[config.mk]
export PLATFORM = sky130hd
export DESIGN_NAME = decode8seq_flat
export DESIGN_NICKNAME = d
export VERILOG_FILES = /design/src/rtl/decode8seq_pkg.sv /design/src/rtl/decode8seq_if.sv /design/src/rtl/decode8cnt.sv /design/src/rtl/decode8seq.sv /design/src/flat_wrapper.sv
export SDC_FILE = /design/constraint.sdc
export NUM_CORES = 1
export LEC_CHECK = 0
export CORE_UTILIZATION = 60
export DETAILED_ROUTE_END_ITERATION = 10
export DONT_BUFFER_PORTS = 1
export PLACE_DENSITY = 0.78
export REMOVE_ABC_BUFFERS = 1
export SLEW_MARGIN = 15
export SYNTH_ARGS = -nofsm -noshare
export SYNTH_HDL_FRONTEND = slang
export SYNTH_SLANG_ARGS = --single-unit
[constraint.sdc]
create_clock -name CLK -period 2.4 [get_ports CLK]
set_input_delay 0.48 -clock CLK [delete_from_list [all_inputs] [get_ports CLK]]
set_output_delay 0.48 -clock CLK [all_outputs]
set_load 0.1 [all_outputs]
[src/rtl/decode8seq_pkg.sv]
// Shared types and opcode constants for the decode8seq instruction sequencer.
package decode8seq_pkg;

  typedef enum logic [3:0] {
    CLS_TA = 4'b0001,
    CLS_MV = 4'b0010,
    CLS_AL = 4'b0100,
    CLS_SC = 4'b1000
  } cls_e;

  typedef enum logic [1:0] {
    IDLE   = 2'd0,
    RUN    = 2'd1,
    HALTED = 2'd2
  } state_e;

  localparam logic [7:0] HLT  = 8'h76;
  localparam logic [7:0] CALL = 8'hCD;
  localparam logic [7:0] RET  = 8'hC9;
  localparam logic [7:0] JMP  = 8'hC3;
  localparam logic [7:0] XTHL = 8'hE3;
  localparam logic [7:0] LDA  = 8'h3A;
  localparam logic [7:0] STA  = 8'h32;
  localparam logic [7:0] LHLD = 8'h2A;
  localparam logic [7:0] SHLD = 8'h22;
  localparam logic [7:0] IN   = 8'hDB;
  localparam logic [7:0] OUT  = 8'hD3;
  localparam logic [7:0] RIM  = 8'h20;
  localparam logic [7:0] SIM  = 8'h30;

  localparam logic [2:0] FLD_M = 3'b110;

  function automatic cls_e cls_of(input logic [7:0] op);
    case (op[7:6])
      2'b00:   cls_of = CLS_TA;
      2'b01:   cls_of = CLS_MV;
      2'b10:   cls_of = CLS_AL;
      default: cls_of = CLS_SC;
    endcase
  endfunction

endpackage

[src/rtl/decode8seq_if.sv]
// Handshake bundle between the bus/timing unit and the decode8seq sequencer.
interface decode8seq_if #(
  parameter int MCW = 3
);
  logic [7:0]     inDI;
  logic           iFETCH;
  logic           iMDONE;
  logic           iCOND;
  logic           iINTR;
  logic [3:0]     oCLS;
  logic           oLD;
  logic           oHD;
  logic [MCW-1:0] oM;
  logic [MCW-1:0] oMIDX;
  logic           oBUSY;
  logic           oLAST;
  logic           oHALT;
  logic           oEXT;

  modport master (
    output inDI, iFETCH, iMDONE, iCOND, iINTR,
    input  oCLS, oLD, oHD, oM, oMIDX, oBUSY, oLAST, oHALT, oEXT
  );

  modport slave (
    input  inDI, iFETCH, iMDONE, iCOND, iINTR,
    output oCLS, oLD, oHD, oM, oMIDX, oBUSY, oLAST, oHALT, oEXT
  );
endinterface

[src/rtl/decode8cnt.sv]
// Combinational opcode decoder: class, M/H fields, 8085 machine-cycle count
// and conditional-termination check cycle.
module decode8cnt
  import decode8seq_pkg::*;
#(
  parameter int MCW     = 3,
  parameter int MAXM    = 5,
  parameter int EXT8085 = 1
) (
  input  logic [7:0]     i_op,
  output cls_e           o_cls,
  output logic           o_ld,
  output logic           o_hd,
  output logic [MCW-1:0] o_cnt,
  output logic           o_cond,
  output logic [MCW-1:0] o_chk,
  output logic           o_ext
);

  logic        w_ld;
  logic        w_hd;
  logic [31:0] w_raw;

  assign w_ld = (i_op[2:0] == FLD_M);
  assign w_hd = (i_op[5:3] == FLD_M);

  always_comb begin
    w_raw  = 32'd1;
    o_cond = 1'b0;
    o_chk  = '0;
    case (i_op[7:6])
      2'b01: begin
        if (i_op == HLT)     w_raw = 32'd2;
        else if (w_ld ^ w_hd) w_raw = 32'd2;
      end
      2'b10: begin
        if (w_ld) w_raw = 32'd2;
      end
      2'b00: begin
        if (i_op == 8'h36 || i_op == 8'h34 || i_op == 8'h35) w_raw = 32'd3;
        else if (i_op == LDA || i_op == STA)                 w_raw = 32'd4;
        else if (i_op == LHLD || i_op == SHLD)               w_raw = 32'd5;
        else if (i_op[3:0] == 4'b0001)                       w_raw = 32'd3;
        else if (i_op[3:0] == 4'b1001)                       w_raw = 32'd3;
        else if (i_op == 8'h02 || i_op == 8'h12 ||
                 i_op == 8'h0A || i_op == 8'h1A)             w_raw = 32'd2;
        else if (w_ld)                                       w_raw = 32'd2;
      end
      default: begin
        if (i_op == JMP)                     w_raw = 32'd3;
        else if (i_op == CALL)               w_raw = 32'd5;
        else if (i_op == RET)                w_raw = 32'd3;
        else if (i_op == XTHL)               w_raw = 32'd5;
        else if (i_op == IN || i_op == OUT)  w_raw = 32'd3;
        else if (i_op[3:0] == 4'b0101)       w_raw = 32'd3;
        else if (i_op[3:0] == 4'b0001)       w_raw = 32'd3;
        else if (i_op[2:0] == 3'b111)        w_raw = 32'd3;
        else if (i_op[2:0] == 3'b010) begin
          w_raw  = 32'd3;
          o_cond = 1'b1;
          o_chk  = MCW'(2);
        end else if (i_op[2:0] == 3'b100) begin
          w_raw  = 32'd5;
          o_cond = 1'b1;
          o_chk  = MCW'(2);
        end else if (i_op[2:0] == 3'b000) begin
          // Rcc decides on the opcode fetch cycle itself
          w_raw  = 32'd3;
          o_cond = 1'b1;
          o_chk  = MCW'(1);
        end else if (w_ld)                   w_raw = 32'd2;
      end
    endcase
  end

  assign o_cls = cls_of(i_op);
  assign o_ld  = w_ld;
  assign o_hd  = w_hd;
  assign o_cnt = (w_raw > 32'(MAXM)) ? MCW'(MAXM) : MCW'(w_raw);
  assign o_ext = (EXT8085 != 0) && (i_op == RIM || i_op == SIM);

endmodule

[src/rtl/decode8seq.sv]
// Opcode latch and machine-cycle sequencer; steps oMIDX in handshake with the
// bus unit, handles conditional early exit and the halt state.
module decode8seq
  import decode8seq_pkg::*;
#(
  parameter int MCW     = 3,
  parameter int MAXM    = 5,
  parameter int EXT8085 = 1
) (
  input  logic        CLK,
  input  logic        nRST,
  decode8seq_if.slave bus
);

  logic [7:0]     r_op;
  state_e         r_state;
  state_e         w_state_nxt;
  logic [MCW-1:0] r_midx;
  logic [MCW-1:0] w_midx_nxt;
  logic [MCW-1:0] r_m;
  logic [MCW-1:0] r_chk;
  cls_e           r_cls;
  logic           r_ld;
  logic           r_hd;
  logic           r_cond;
  logic           r_ext;
  logic           w_load;
  logic           w_last;

  cls_e           w_cls;
  logic           w_ld;
  logic           w_hd;
  logic [MCW-1:0] w_cnt;
  logic           w_cond;
  logic [MCW-1:0] w_chk;
  logic           w_ext;

  decode8cnt #(
    .MCW     (MCW),
    .MAXM    (MAXM),
    .EXT8085 (EXT8085)
  ) u_cnt (
    .i_op   (bus.inDI),
    .o_cls  (w_cls),
    .o_ld   (w_ld),
    .o_hd   (w_hd),
    .o_cnt  (w_cnt),
    .o_cond (w_cond),
    .o_chk  (w_chk),
    .o_ext  (w_ext)
  );

  always_ff @(posedge CLK or negedge nRST) begin
    if (!nRST) begin
      r_op    <= '0;
      r_state <= IDLE;
      r_midx  <= '0;
      r_cls   <= CLS_TA;
      r_ld    <= 1'b0;
      r_hd    <= 1'b0;
      r_m     <= MCW'(1);
      r_cond  <= 1'b0;
      r_chk   <= '0;
      r_ext   <= 1'b0;
    end else begin
      r_state <= w_state_nxt;
      r_midx  <= w_midx_nxt;
      // Decode is captured with the opcode, so it only changes on an accepted fetch
      if (w_load) begin
        r_op   <= bus.inDI;
        r_cls  <= w_cls;
        r_ld   <= w_ld;
        r_hd   <= w_hd;
        r_m    <= w_cnt;
        r_cond <= w_cond;
        r_chk  <= w_chk;
        r_ext  <= w_ext;
      end
    end
  end

  always_comb begin
    w_state_nxt = r_state;
    w_midx_nxt  = r_midx;
    w_load      = 1'b0;
    w_last      = 1'b0;
    case (r_state)
      IDLE: begin
        w_midx_nxt = '0;
        if (bus.iFETCH) begin
          w_load      = 1'b1;
          w_midx_nxt  = MCW'(1);
          w_state_nxt = RUN;
        end
      end
      RUN: begin
        w_last = (r_midx == r_m) ||
                 (r_cond && (r_midx == r_chk) && !bus.iCOND);
        if (bus.iMDONE) begin
          if (!w_last) begin
            w_midx_nxt = r_midx + MCW'(1);
          end else if (r_op == HLT) begin
            w_midx_nxt  = '0;
            w_state_nxt = HALTED;
          end else if (bus.iFETCH) begin
            w_load      = 1'b1;
            w_midx_nxt  = MCW'(1);
            w_state_nxt = RUN;
          end else begin
            w_midx_nxt  = '0;
            w_state_nxt = IDLE;
          end
        end
      end
      HALTED: begin
        w_midx_nxt = '0;
        if (bus.iINTR) w_state_nxt = IDLE;
      end
      default: begin
        w_midx_nxt  = '0;
        w_state_nxt = IDLE;
      end
    endcase
  end

  assign bus.oCLS  = r_cls;
  assign bus.oLD   = r_ld;
  assign bus.oHD   = r_hd;
  assign bus.oM    = r_m;
  assign bus.oMIDX = r_midx;
  assign bus.oBUSY = (r_state == RUN);
  assign bus.oLAST = w_last;
  assign bus.oHALT = (r_state == HALTED);
  assign bus.oEXT  = r_ext;

endmodule

[src/flat_wrapper.sv]
// flat-port wrapper written by rule: the top's interface ports become plain ports
module decode8seq_flat import decode8seq_pkg::*;
#(
  parameter int MCW     = 3,
  parameter int MAXM    = 5,
  parameter int EXT8085 = 1
)
  (CLK, nRST, bus_inDI, bus_iFETCH, bus_iMDONE, bus_iCOND, bus_iINTR, bus_oCLS, bus_oLD, bus_oHD, bus_oM, bus_oMIDX, bus_oBUSY, bus_oLAST, bus_oHALT, bus_oEXT);
  decode8seq_if #(.MCW(MCW)) bus_i ();
  input  logic CLK;
  input  logic nRST;
  input wire logic [$bits(bus_i.inDI)-1:0] bus_inDI;
  input wire logic [$bits(bus_i.iFETCH)-1:0] bus_iFETCH;
  input wire logic [$bits(bus_i.iMDONE)-1:0] bus_iMDONE;
  input wire logic [$bits(bus_i.iCOND)-1:0] bus_iCOND;
  input wire logic [$bits(bus_i.iINTR)-1:0] bus_iINTR;
  output wire logic [$bits(bus_i.oCLS)-1:0] bus_oCLS;
  output wire logic [$bits(bus_i.oLD)-1:0] bus_oLD;
  output wire logic [$bits(bus_i.oHD)-1:0] bus_oHD;
  output wire logic [$bits(bus_i.oM)-1:0] bus_oM;
  output wire logic [$bits(bus_i.oMIDX)-1:0] bus_oMIDX;
  output wire logic [$bits(bus_i.oBUSY)-1:0] bus_oBUSY;
  output wire logic [$bits(bus_i.oLAST)-1:0] bus_oLAST;
  output wire logic [$bits(bus_i.oHALT)-1:0] bus_oHALT;
  output wire logic [$bits(bus_i.oEXT)-1:0] bus_oEXT;
  assign bus_i.inDI = bus_inDI;
  assign bus_i.iFETCH = bus_iFETCH;
  assign bus_i.iMDONE = bus_iMDONE;
  assign bus_i.iCOND = bus_iCOND;
  assign bus_i.iINTR = bus_iINTR;
  assign bus_oCLS = bus_i.oCLS;
  assign bus_oLD = bus_i.oLD;
  assign bus_oHD = bus_i.oHD;
  assign bus_oM = bus_i.oM;
  assign bus_oMIDX = bus_i.oMIDX;
  assign bus_oBUSY = bus_i.oBUSY;
  assign bus_oLAST = bus_i.oLAST;
  assign bus_oHALT = bus_i.oHALT;
  assign bus_oEXT = bus_i.oEXT;
  decode8seq #(.MCW(MCW), .MAXM(MAXM), .EXT8085(EXT8085)) u_core (.CLK(CLK), .nRST(nRST), .bus(bus_i));
endmodule
==> metrics.cfg <==
[floorplan]
die_w_um = 51.6
num_rows = 17
io_pins = 30
start_util = 0.654
die_area_um2 = 2660
core-area_um2 = 2250
fp.dieH_um = 51.6

[synthesis]
synth.avg_cell_area_um2 = 10.6
synth_area_um2 = 1480
synth_top_area_frac = 0.407
synth_flop_cell = dfrtp_1
ys_types = 45
yosys.area.top_type = dfrtp_1
ys_ff_latch = 26
synth_edf_count = 0
synth_cells = 139
synth.most_common_cell = dfrtp_1
ys_warn_count = 0
seq_area_frac_synth = 0.443
synth_commonest_cells = dfrtp_1 (24), mux2_2 (15), nand2_1 (8)
async_reset_ff_frac = 1.00
synth_area_leaders = dfrtp_1 (41%), mux2_2 (11%), dfstp_2 (3.6%), nand2b_1 (2.5%), o211ai_1 (2.5%)

[cts]
clock_path_buffers = 2
path_clk_slew_ns = 0.13
cts_tree = yes
root_buffer = clkbuf_4
htreeDepth = 1
cts_setup_buffers = 0
cts.sinks = 26
cts_made_buffers = 3
clkLatencyLatePin_ns = 0.32

[placement]
io_buffers = 0
dp_hpwl_um = 2370
gp_congestion = 0.916
postPlaceCellArea_um2 = 1580

[sta]
slew_violations = 0
period_share = 0.964
setup-violations-final = 0
fmax_mhz = 432
fin_worst_skew_ns = 0.00841
grt_setup_unrepaired = no
worst_pin_slew_ns = 0.901
hold_viol_final = 0
finalCriticalPeriod_ns = 2.31
slew_headroom = 0.399

[pwr]
power_density_nw_per_um2 = 1500
peakVddDrop_v = 0.00127
p_total_mw = 2.46
p_leak_nw = 0.704

[finish]
finalInstanceArea_um2 = 1650
final.fill_count = 160
multi_input_area_um2 = 773
antenna_cells = 0
area_growth_pct = 11.6
drive_gt1_frac = 0.280
seq_area_um2 = 653
fin_util = 0.730
fin_nets = 166

[worst_setup_path]
cp_slowest_cell = dfrtp_1
path_class = flip-flop to output pin
startpoint = u_core.bus.oMIDX[1]$_DFFE_PN0N_
cp_cell_sequence = xnor2_2 -> nand4_1 -> a32o_2 -> nor2_2 -> buf_12
r2r_start = u_core.bus.oMIDX[1]$_DFFE_PN0N_
cp.arrival_ns = 1.83
cpPeakStageDelay_ns = 0.47
critical_path_peak_fanout = 12
reg2reg_depth = 5
crit_required_ns = 1.92
startpoint_type = flip-flop
endpoint_kind = output pin

[hold_path]
hp-class = primary input to flip-flop
worstHoldStart = bus_inDI[6]
holdPathStages = 1

[status]
status = complete, no violations

[detailed_routing]
drt_iter0_drc = 56
drc_errors = 0
drt_first_pass_iters = 4
wl_um = 3260
wl_per_cell_um = 18.3
ant_nets = 0
num_vias = 1177
avgViaCountPerCell = 6.61

[global_route]
grt_pass1_vias = 1123
grt_antenna_before_repair = 0
grt_pass1_wl_um = 5330
grt-ovfl-total = 0
track_usage = 0.276
grt_max_degree = 27

[job]
max_cap_viol_count = 0

-- critical path, delay by kind of cell, from the launching register on --
| kind | cells | cell delay (ns) |
|---|---|---|
| DFF | 1 | 0.47 |
| AOI/OAI and AO/OA | 1 | 0.38 |
| and+or+nand+nor | 2 | 0.27 |
| xor gates and xnor gates | 1 | 0.20 |
| buffers and inverters | 1 | 0.19 |
-- final cells by class --
type	instances	area share
multi-input cells	99	0.470
flip-flops and latches	26	0.397
repair buffers	14	0.0805
well taps	28	0.0213
clock buffers	4	0.0160
inverters	7	0.0160
-- timing repair --
action	4_1_cts	5_1_grt
endpoints found under the hold margin	26	0
hold buffers	2	0
setup endpoints to repair	0	1
resized for setup	0	2
-- power by group --
| group | switching (mW) | internal (mW) |
|---|---|---|
| registers | 0.270 | 0.614 |
| clock network | 0.123 | 0.0651 |
| logic | 0.954 | 0.436 |
| total | 1.35 | 1.12 |
-- state kept, by name (all words and copies together), names as in the netlist --
register	flops
u_core.bus.oMIDX	3
u_core.bus.oEXT	1
u_core.r_state	2
u_core.bus.oCLS	4
u_core.bus.oLD	1
u_core.r_op	8
u_core.bus.oHD	1
u_core.r_cond	1
u_core.r_chk	2
u_core.bus.oM	3
-- cell families after synthesis --
kind of cell             share of synthesized area
AND/OR/NAND/NOR                              0.161
adder cells (fa/ha/maj)                    0.00848
XOR/XNOR                                    0.0288
multiplexers                                 0.130
buffers and inverters                       0.0466
AO/OA/AOI/OAI                                0.182
flip-flops                                   0.443
-- metrics by stage --
step,std cells,setup TNS [ns],setup slack (ns),hold slack [ns]
global placement,172,0,0.497,0.185
finish,178,0,0.0866,0.246
CTS,178,0,0.0680,0.240
detailed placement,172,0,0.407,0.185
global route,178,0,0.00344,0.229
floorplan,132,-1.31,-1.03,0.184
-- per-layer routing --
metal	part of all wire	GRT usage	wire length, um
met4	0.030	0.149	99
met5	0	0	0
met2	0.48	0.455	1550
met1	0.43	0.348	1400
met3	0.062	0.0409	203
-- path summary, 6_finish.rpt --
| path | endpoint | slack (ns) |
|---|---|---|
| worst min-delay path | u_core.bus.oCLS[2]$_DFFE_PN0P_ | 0.25 |
| worst min register to register | u_core.r_op[1]$_DFFE_PN0P_ | 0.52 |
| min in group asynchronous | u_core.r_state[1]$_DFFE_PN0P_ | 0.57 |
| max in group asynchronous | u_core.bus.oCLS[0]$_DFFE_PN1P_ | 1.60 |
| worst max-delay path | bus_oLAST | 0.09 |
| worst max register to register | u_core.bus.oCLS[1]$_DFFE_PN0P_ | 0.35 |
-- layout by cell type, fill, tap and decap left out, drive strengths merged, types with 2 or more instances in the layout --
cell	n
a21oi	4
a311oi	2
a31oi	2
buf	13
clkbuf	4
dfrtp	24
dfstp	2
inv	7
mux2	17
nand2	8
nand2b	6
nand3	4
nand4	2
nand4b	2
nor2	6
nor2b	5
nor4	2
o211ai	5
o21a	2
o21ai	6
o31ai	3
o41ai	2
xnor2	4
(Power assumes the default switching activity.)
